==> src/rtl/alu_arbiter_if.sv <==
// alu_arbiter_if: the req/gnt/result bundle between the two requesters and the ALU arbiter.
interface alu_arbiter_if #(
    parameter int WIDTH    = 16,
    parameter int ACT_BITS = 4
);
    logic                req0, req1, lock0, lock1;
    logic [ACT_BITS-1:0] act0, act1;
    logic [WIDTH-1:0]    a0, b0, a1, b1;
    logic                gnt0, gnt1, rvalid0, rvalid1;
    logic [WIDTH-1:0]    rdata0, rdata1;
    modport master (
        output req0, req1, lock0, lock1, act0, act1, a0, b0, a1, b1,
        input  gnt0, gnt1, rvalid0, rvalid1, rdata0, rdata1
    );
    modport slave (
        input  req0, req1, lock0, lock1, act0, act1, a0, b0, a1, b1,
        output gnt0, gnt1, rvalid0, rvalid1, rdata0, rdata1
    );
endinterface

==> src/rtl/alu_arbiter.sv <==
// alu_arbiter: round-robin sharing of one combinational ALU between two requesters.
// Define ALU_ARB_LOCK_EN to enable burst-lock grants of up to MAX_LOCK in a row.
module alu_arbiter #(
    parameter int WIDTH    = 16,
    parameter int ACT_BITS = 4,
    parameter int MAX_LOCK = 4
) (
    input  logic                clk,
    input  logic                reset,
    alu_arbiter_if.slave        bus,
    output logic [ACT_BITS-1:0] alu_action,
    output logic [WIDTH-1:0]    alu_a,
    output logic [WIDTH-1:0]    alu_b,
    input  logic [WIDTH-1:0]    alu_result
);
    localparam logic [ACT_BITS-1:0] PASS_A = ACT_BITS'(9);
    logic                prio, any, legal;
    logic [ACT_BITS-1:0] act_sel;
    logic [WIDTH-1:0]    a_sel, b_sel;
    always_comb begin
        bus.gnt0 = !reset && bus.req0 && (!bus.req1 || !prio);
        bus.gnt1 = !reset && bus.req1 && (!bus.req0 || prio);
        any      = bus.gnt0 || bus.gnt1;
        act_sel  = bus.gnt1 ? bus.act1 : bus.act0;
        a_sel    = bus.gnt1 ? bus.a1 : bus.a0;
        b_sel    = bus.gnt1 ? bus.b1 : bus.b0;
        // Out-of-range actions become pass-A of zero so the ALU never shows stale state
        legal      = act_sel <= PASS_A;
        alu_action = (any && legal) ? act_sel : PASS_A;
        alu_a      = (any && legal) ? a_sel : '0;
        alu_b      = (any && legal) ? b_sel : '0;
    end
`ifdef ALU_ARB_LOCK_EN
    localparam int CW = $clog2(MAX_LOCK + 1);
    logic [CW-1:0] cnt, base;
    logic          keep, lock_sel;
    always_comb begin
        base     = (bus.gnt1 == prio) ? cnt : '0;
        lock_sel = bus.gnt1 ? bus.lock1 : bus.lock0;
        keep     = lock_sel && (int'(base) + 1 < MAX_LOCK);
    end
`else
    logic unused_lock;
    assign unused_lock = bus.lock0 ^ bus.lock1;
`endif
    always_ff @(posedge clk) begin
        if (reset) begin
            prio        <= 1'b0;
            bus.rvalid0 <= 1'b0;
            bus.rvalid1 <= 1'b0;
            bus.rdata0  <= '0;
            bus.rdata1  <= '0;
`ifdef ALU_ARB_LOCK_EN
            cnt         <= '0;
`endif
        end else begin
            bus.rvalid0 <= bus.gnt0;
            bus.rvalid1 <= bus.gnt1;
            if (bus.gnt0) bus.rdata0 <= alu_result;
            if (bus.gnt1) bus.rdata1 <= alu_result;
`ifdef ALU_ARB_LOCK_EN
            if (any) begin
                prio <= keep ? bus.gnt1 : bus.gnt0;
                cnt  <= keep ? base + CW'(1) : '0;
            end else if (cnt != '0 && !(prio ? bus.req1 : bus.req0)) begin
                prio <= !prio;
                cnt  <= '0;
            end
`else
            if (any) prio <= bus.gnt0;
`endif
        end
    end
endmodule

==> src/flat_wrapper.sv <==
// flat-port wrapper written by rule: the top's interface ports become plain ports
module alu_arbiter_flat 
#(
    parameter int WIDTH    = 16,
    parameter int ACT_BITS = 4,
    parameter int MAX_LOCK = 4
)
  (clk, reset, alu_action, alu_a, alu_b, alu_result, bus_req0, bus_req1, bus_lock0, bus_lock1, bus_act0, bus_act1, bus_a0, bus_b0, bus_a1, bus_b1, bus_gnt0, bus_gnt1, bus_rvalid0, bus_rvalid1, bus_rdata0, bus_rdata1);
  alu_arbiter_if #(.WIDTH(WIDTH), .ACT_BITS(ACT_BITS)) bus_i ();
  input  logic clk;
  input  logic reset;
  output logic [ACT_BITS-1:0] alu_action;
  output logic [WIDTH-1:0] alu_a;
  output logic [WIDTH-1:0] alu_b;
  input  logic [WIDTH-1:0] alu_result;
  input wire logic [$bits(bus_i.req0)-1:0] bus_req0;
  input wire logic [$bits(bus_i.req1)-1:0] bus_req1;
  input wire logic [$bits(bus_i.lock0)-1:0] bus_lock0;
  input wire logic [$bits(bus_i.lock1)-1:0] bus_lock1;
  input wire logic [$bits(bus_i.act0)-1:0] bus_act0;
  input wire logic [$bits(bus_i.act1)-1:0] bus_act1;
  input wire logic [$bits(bus_i.a0)-1:0] bus_a0;
  input wire logic [$bits(bus_i.b0)-1:0] bus_b0;
  input wire logic [$bits(bus_i.a1)-1:0] bus_a1;
  input wire logic [$bits(bus_i.b1)-1:0] bus_b1;
  output wire logic [$bits(bus_i.gnt0)-1:0] bus_gnt0;
  output wire logic [$bits(bus_i.gnt1)-1:0] bus_gnt1;
  output wire logic [$bits(bus_i.rvalid0)-1:0] bus_rvalid0;
  output wire logic [$bits(bus_i.rvalid1)-1:0] bus_rvalid1;
  output wire logic [$bits(bus_i.rdata0)-1:0] bus_rdata0;
  output wire logic [$bits(bus_i.rdata1)-1:0] bus_rdata1;
  assign bus_i.req0 = bus_req0;
  assign bus_i.req1 = bus_req1;
  assign bus_i.lock0 = bus_lock0;
  assign bus_i.lock1 = bus_lock1;
  assign bus_i.act0 = bus_act0;
  assign bus_i.act1 = bus_act1;
  assign bus_i.a0 = bus_a0;
  assign bus_i.b0 = bus_b0;
  assign bus_i.a1 = bus_a1;
  assign bus_i.b1 = bus_b1;
  assign bus_gnt0 = bus_i.gnt0;
  assign bus_gnt1 = bus_i.gnt1;
  assign bus_rvalid0 = bus_i.rvalid0;
  assign bus_rvalid1 = bus_i.rvalid1;
  assign bus_rdata0 = bus_i.rdata0;
  assign bus_rdata1 = bus_i.rdata1;
  alu_arbiter #(.WIDTH(WIDTH), .ACT_BITS(ACT_BITS), .MAX_LOCK(MAX_LOCK)) u_core (.clk(clk), .reset(reset), .bus(bus_i), .alu_action(alu_action), .alu_a(alu_a), .alu_b(alu_b), .alu_result(alu_result));
endmodule
==> config.mk <==
export PLATFORM = sky130hd
export DESIGN_NAME = alu_arbiter_flat
export DESIGN_NICKNAME = d
export VERILOG_FILES = /design/src/rtl/alu_arbiter_if.sv /design/src/rtl/alu_arbiter.sv /design/src/flat_wrapper.sv
export SDC_FILE = /design/constraint.sdc
export NUM_CORES = 1
export LEC_CHECK = 0
export CORE_ASPECT_RATIO = 1.75
export CORE_MARGIN = 2
export CORE_UTILIZATION = 46
export CTS_BUF_LIST = sky130_fd_sc_hd__clkbuf_4 sky130_fd_sc_hd__clkbuf_8 sky130_fd_sc_hd__clkbuf_16
export DETAILED_ROUTE_END_ITERATION = 10
export DONT_BUFFER_PORTS = 1
export GPL_ROUTABILITY_DRIVEN = 0
export PLACE_DENSITY = 0.71
export SYNTH_ARGS = -nofsm -noshare
export SYNTH_HDL_FRONTEND = slang
export SYNTH_SLANG_ARGS = --single-unit
==> constraint.sdc <==
create_clock -name clk -period 1.87 [get_ports clk]
set_input_delay 0.374 -clock clk [delete_from_list [all_inputs] [get_ports clk]]
set_output_delay 0.374 -clock clk [all_outputs]
set_load 0.005 [all_outputs]
==> results.sh <==
export IMPL_hold_path_depth=1
export IMPL_clk_latency_ns=0.28
export IMPL_core_area_um2=3866
export IMPL_relSlewSlack_pct=82.80
export IMPL_cts_hold_fix_buffers=0
export IMPL_critical_path_class="reg -> out"
export IMPL_synth_edf_count=0
export IMPL_synthTopCellsByArea="dfxtp_1, nand2_1, a21oi_1"
export IMPL_vias=1885
export IMPL_clkTransAtPathRegs_ns=0.07
export IMPL_vias_per_cell=5.661
export IMPL_dieArea_um2=4520
export IMPL_ys_seq_area_share_pct=38.28
export IMPL_grt_pass1_wl_mm=8.804
export IMPL_dr_pass1_iters=4
export IMPL_skew_ns=0.005913
export IMPL_synth_most_common_cell="nand2_1"
export IMPL_holdCritPathClass="in -> reg"
export IMPL_grt_usage_pct=26.31
export IMPL_outcome="finished with violations"
export IMPL_diodes=0
export IMPL_setup_slack_ns=-0.2109
export IMPL_cts_root_buf="clkbuf_8"
export IMPL_ys_ff_latch=35
export IMPL_yosysTopAreaCell="dfxtp_1"
export IMPL_synth_flop_cell="dfxtp_1"
export IMPL_setup_tns_ns=-6.347
export IMPL_cp_start_kind="flop"
export IMPL_slew_violations=0
export IMPL_clk_path_buf_depth=2
export IMPL_antenna_found_initial=0
export IMPL_grt_overflow=0
export IMPL_grt_pass1_vias=1829
export IMPL_finalHoldViolations=0
export IMPL_use_met3_pct=9.622
export IMPL_p_leak_nw=0.9943
export IMPL_ys_warn_count=0
export IMPL_vdd_drop_max_mv=0.9572
export IMPL_port_buffer_count=0
export IMPL_synth_distinct_cells=27
export IMPL_dp_hpwl_mm=4.045
export IMPL_min_period_over_period_pct=111.3
export IMPL_critPathArrivalTime_ns=1.71
export IMPL_setup_viol_count_final=35
export IMPL_die_w_um=51.69
export IMPL_fin_util_pct=65.11
export IMPL_wl_mm=6.089
export IMPL_io_pins=166
export IMPL_crit_path_end_kind="output port"
export IMPL_max_freq_mhz=480.6
export IMPL_tightest_slew_ns=0.2580
export IMPL_fin_crit_ns=2.081
export IMPL_dieHeight_um=87.45
export IMPL_drive_above_1_share_pct=25.61
export IMPL_rsz0062_at_grt="true"
export IMPL_netlist_area_um2=1831
export IMPL_cts_buffers=5
export IMPL_drv_cap=0
export IMPL_synth_commonest_cells="nand2_1, a21oi_1, dfxtp_1, nand3_1, clkbuf_1"
export IMPL_grt_max_degree=31
export IMPL_fp_row_count=30
export IMPL_grt_busiest_layer="met2"
export IMPL_violations="negative setup slack"
export IMPL_met2_usage_pct=47.79
export IMPL_tritoncts="yes"
export IMPL_p_per_area_nw_per_um2=731.3
export IMPL_cp_required_ns=1.50
export IMPL_synthArstFlopShare_pct=0
export IMPL_syn_nets=370
export IMPL_areaGrowthSynthToFinish_pct=37.53
export IMPL_start_util_pct=47.35
export IMPL_grt_use_met1_pct=26.34
export IMPL_reg2regPathDepth=7
export IMPL_wl_per_cell_um=18.29
export IMPL_ant_nets=0
export IMPL_final_nets=378
export IMPL_htreeDepth=2
export IMPL_synth_area_per_cell_um2=6.632
export IMPL_yosys_area_top_type_share_pct=38.28
export IMPL_synth_cells=276
export IMPL_crit_fanout=5
export IMPL_drtIter0Drc=32
export IMPL_cts_sinks=35
export IMPL_route_detailed_drc=0
worst max-delay path, stage by stage (launching register included):
cell	delay (ns)
dfxtp_2	0.35
and2b_2	0.26
o32ai_4	0.26
a32oi_4	0.10
buf_6	0.15
buf_12	0.13
nand3b_1	0.18
area by class of cell:
type                    instances  area [um2]
flip-flops and latches         35       701.9
well taps                      48       60.06
repair buffers                 20       287.8
clock inverters                 2       12.51
multi-input cells             218        1364
inverters                       4       15.01
fillers                       320        1349
clock buffers                   6       76.32
final timing paths:
kind / start / endpoint / slack [ns]
setup / recovery: u_core.prio / alu_action[0] / -0.21
hold / removal: reset / u_core.bus.rdata0[3] / 0.15
setup reg to reg: u_core.prio / u_core.bus.rdata1[8] / 0.56
hold reg to reg: u_core.bus.rdata0[0] / u_core.bus.rdata0[0] / 0.47
cells in the final DEF, fill, tap and decap left out:
cell,instances
and2b_2,1
nor2_1,5
clkinvlp_4,1
buf_16,4
clkinv_2,1
a211oi_1,1
nand2_1,132
nand2_4,1
o32ai_4,1
buf_8,1
nor2b_1,1
clkbuf_16,1
buf_4,10
a21oi_4,29
nand2b_4,1
inv_1,2
clkbuf_8,5
clkinv_1,1
o21ai_4,1
or2b_1,1
a21oi_2,4
nand2_2,1
nand3b_1,1
inv_2,1
a32o_2,1
a21boi_2,1
a21bo_2,1
a21oi_1,17
nand3_1,17
a32oi_4,1
clkbuf_4,1
buf_12,2
dfxtp_1,34
dfxtp_2,1
buf_6,2
routing by layer:
layer	vias up	share of wire [%]
li1	909	-
met1	835	34
met2	130	52
met3	11	12
met4	0	2.4
met5	-	0
power breakdown:
part	switching, mW	internal [mW]
Combinational	0.266	0.205
Sequential	0.0374	0.794
Clock	0.263	0.274
Total	0.567	1.27
repair_timing:
item	CTS	global route
gates cloned	4	1
gates resized for setup	57	21
buffers inserted	4	2
endpoints found under the setup margin	36	36
endpoints found under the hold margin	0	0
pin swaps	1	0
flip-flops by register name (all words and copies together) (netlist names):
signal              count
u_core.bus.rdata1      16
u_core.bus.rdata0      16
u_core.bus.rvalid1      1
u_core.prio             1
u_core.bus.rvalid0      1
logic make-up after synthesis:
| family | Yosys count | share of synthesized area, % |
|---|---|---|
| AO/OA/AOI/OAI | 57 | 19.48 |
| buffers and inverters | 23 | 6.972 |
| flip-flops | 35 | 38.28 |
| AND/OR/NAND/NOR | 161 | 35.27 |
through the flow:
step / setup slack, ns / cells / cell area (um2) / power, mW / hold slack (ns)
after floorplan: 0.1505 / 276 / 1831 / 1.058 / 0.4503
after global placement: 0.07364 / 315 / 1878 / 1.105 / 0.4466
after detailed placement: 0.04196 / 315 / 1878 / 1.112 / 0.4490
after CTS: -0.2082 / 331 / 2399 / 1.806 / 0.1444
after global routing: -0.2845 / 333 / 2517 / 1.929 / 0.1333
final: -0.2109 / 333 / 2517 / 1.841 / 0.1528
Power figures use the tool's default switching activity.
==> RTL change 1, RTL diff (same flow settings) <==
`WIDTH` is set to 16 in 3 places; all go to 20.
--- a/src/rtl/alu_arbiter_if.sv
+++ b/src/rtl/alu_arbiter_if.sv
@@ -2,3 +2,3 @@
 interface alu_arbiter_if #(
-    parameter int WIDTH    = 16,
+    parameter int WIDTH    = 20,
     parameter int ACT_BITS = 4
--- a/src/rtl/alu_arbiter.sv
+++ b/src/rtl/alu_arbiter.sv
@@ -3,3 +3,3 @@
 module alu_arbiter #(
-    parameter int WIDTH    = 16,
+    parameter int WIDTH    = 20,
     parameter int ACT_BITS = 4,
--- a/src/flat_wrapper.sv
+++ b/src/flat_wrapper.sv
@@ -3,3 +3,3 @@
 #(
-    parameter int WIDTH    = 16,
+    parameter int WIDTH    = 20,
     parameter int ACT_BITS = 4,
Interface: changed (9 resized); port bits go from 166 to 202. The function was not compared with the original's and may differ.
==> RTL change 1 against the original RTL <==
- design area increased by 12%
- largest cell class unchanged
- count of clock-buffer cells in the layout unchanged
- routed wire length increased by 20%
- critical path type unchanged
- core utilization decreased by 4.8 points
- setup slack got worse by 0.055 ns
- the run still ends with setup timing left
- power increased by 27%
- sequential cell count increased by 8
- synthesized area increased by 21%
==> RTL change 1: results <==
[outcome]
status = "complete, but fails checks"
violations = "setup timing"

[timing]
fin_ws_ns = -0.2662
finalSetupTns_ns = -8.495
fin_skew_ns = 0.008310
setup_viol = 42
slew_headroom = 0.8003

[power_and_ir_drop]
p_leak_nw = 1.194
powerSeq_mw = 1.02
seq_power_share = 0.437
internal_power_mw = 1.722
irDropWorstVdd_v = 0.0008094
p_comb_uw = 462

[synth]
ys.flop_type = "dfxtp_1"
syn_nets = 452
avgSynthCellArea_um2 = 6.567
yosys-top-cells-area = "dfxtp_1 (39%), nand2_1 (28%), a21oi_1 (12%)"
ys_seq_area_frac = 0.3878
yosysUniqueCellTypes = 22
netlist_top_cells_count = "nand2_1 (166), a21oi_1 (52), dfxtp_1 (43)"
ys_warn_count = 0

[cells_and_area]
top_regs = "u_core.bus.rdata0: 20 flops, u_core.bus.rdata1: 20 flops"
nets = 467
stdcell_count = 406
num_antenna_cells = 0
drive_above_1_share = 0.2345

[grt]
grt_max_degree = 46
grt.met3_usage = 0.08333
grt_pass1_wl_um = 10670
grt_pass1_vias = 2167
use_met1 = 0.2577
use_met2 = 0.4738
grtUsageTotal = 0.2544

[detailed_routing]
wl_um = 7332
first_pass_iters = 4
drt-initial-drc-count = 77
vias = 2339

[clock_network]
htreeDepth = 2
insertion_delay_ns = 0.30

[placement]
dp_cells = 389
place_ws_ns = -0.07791
dp_hpwl_um = 5375
place_area_um2 = 2376

[hold_path]
hold_path_class = "primary input to flop"
-- RTL change 1: cell types whose count changed after synthesis, moves of 2 or more --
cell,change
a21oi_1,+4
buf_4,-2
dfxtp_1,+8
nand2_1,+33
nand3_1,+4
buf_2,+2
clkbuf_1,+5
a21oi_2,+8
clkinv_1,-2
-- RTL change 1: final timing paths --
| check | endpoint | slack (ns) |
|---|---|---|
| worst max-delay path | alu_a[6] | -0.27 |
| worst min-delay path | u_core.bus.rdata0[0] | 0.13 |
| worst max register to register | u_core.bus.rdata1[17] | 0.57 |
| worst min register to register | u_core.bus.rdata0[6] | 0.47 |
-- RTL change 1: per-layer routing --
metal	wire, µm	vias to the layer above
li1	-	1117
met1	2575	1087
met2	3887	120
met3	697	15
met4	172	0
met5	0	-
-- RTL change 1: cells by family (layout without fill, tap and decap cells) --
| logic type | after synthesis | in the layout | share of synthesized area |
|---|---|---|---|
| buf+inv | 29 | 45 | 0.06651 |
| flops | 43 | 43 | 0.3878 |
| simple gates | 197 | 197 | 0.3512 |
| compound gates | 69 | 69 | 0.1945 |
-- RTL change 1: worst max-delay path, cell delays in order (launching register included) --
cell and delay, ns:
dfxtp_4 0.37, nand2b_4 0.14, a32o_2 0.26, a32oi_4 0.25
buf_4 0.18, buf_6 0.09, a21oi_2 0.04, buf_4 0.14
-- RTL change 1: timing repair --
action | CTS | global route
setup buffers | 5 | 2
setup endpoints to repair | 43 | 42
pin swaps | 2 | 0
gates cloned | 2 | 0
gates resized for setup | 46 | 2
-- RTL change 1: cell type report --
class	instances	area [µm²]
multi-input combinational	266	1399
timing repair buffer	33	332.8
clock buffer	6	76.32
sequential	43	864.6
fill	434	1851
clock inverter	2	60.06
inverter	4	17.52
tap	52	65.06
==> RTL change 2, RTL diff (same flow settings) <==
Without the edit above. Make the reset (`reset`) asynchronous in one clocked block.
--- a/src/rtl/alu_arbiter.sv
+++ b/src/rtl/alu_arbiter.sv
@@ -45,3 +45,3 @@
 `endif
-    always_ff @(posedge clk) begin
+    always_ff @(posedge clk or posedge reset) begin
         if (reset) begin
Formal check against the unedited RTL: differs if reset is asserted again (counterexample within 4 cycles, from zero or initial values and one cycle with reset high); with reset held inactive, the same outputs for 10 cycles.
==> RTL change 2 against the original RTL <==
- design area fell by 11%
- combinational power shrank 10%
- synthesized area up 8.8%
- die area increased by 8.3%
- routed wire length down 21%
- power is 14% higher
- setup slack better by 0.29 ns
- count of clock-buffer cells in the layout fell by 1
- sequential cell count unchanged
- critical path type unchanged
- largest cell class unchanged
- highest routed layer unchanged
==> RTL change 2: results <==
[grt]
grt_pass1_vias = 1407
grt_max_degree = 51
grt.met3_usage = 0.04112

[synth]
netlist_top_cells_count = "nand2_1 (64), dfrtp_1 (35), o22ai_1 (32)"
synthArstFlopShare = 1.000
yosys-top-cells-area = "dfrtp_1 (44%), nand2_1 (12%), mux2_2 (11%)"
syn_nets = 297
ys_seq_area_frac = 0.4397

[critical_path]
reg2reg_slack_ns = 0.43
r2r_cells = 4
cp_max_fo = 3
crit_slowest_cell = "dfrtp_1"
reg2reg_to = "u_core.bus.rdata1[7]"
r2r_start = "u_core.prio"
cp.arrival_ns = 1.42

[detailed_routing]
wl_met1_um = 1593
vias = 1532
drt-initial-drc-count = 15
dr_wl_met3_um = 514

[cells_and_area]
final-clk-cell-share = 0.05039
nNonClkInverters = 7
clockBufferCount = 5
drive_above_1_share = 0.2961
syn_to_final_growth_pct = 12.19
nFillCells = 360
nNonClkBuffers = 10
multi_input_gates = 146

[power_and_ir_drop]
irDropWorstVdd_v = 0.0009751
p_sw_frac = 0.2686
p_leak_nw = 1.041

[hold_path]
holdPathEnd = "u_core.bus.rdata0[8]"

[placement]
dp_hpwl_um = 3655

[outcome]
status = "finished clean"

[timing]
worst-slew-pin-transition_ns = 0.4167
fin_skew_ns = 0.005273

[clock_network]
cts_setup_buffers = 0
RTL change 2: cell count changes after synthesis, moves of 17 or more:
| cell | change |
|---|---|
| o22ai_1 | +32 |
| dfxtp_1 | -35 |
| a21oi_1 | -48 |
| nand2_1 | -69 |
| dfrtp_1 | +35 |
| mux2_2 | +19 |
| nand3_1 | -17 |
RTL change 2: logic make-up after synthesis:
kind of cell	count (synthesis)	synth area share
mux	33	0.2104
flops	35	0.4397
compound gates	41	0.1388
simple gates	71	0.1476
buf+inv	23	0.06344
RTL change 2: through the flow:
stage,setup slack (ns),instances,hold WS [ns],total power [mW]
5_1_grt,-0.005407,255,0.2256,2.217
4_1_cts,-0.01060,252,0.2267,2.116
2_1_floorplan,0.3234,203,0.5024,1.347
6_report,0.07730,255,0.2380,2.099
3_3_place_gp,0.2293,243,0.1146,1.419
3_5_place_dp,0.2197,243,0.1179,1.437
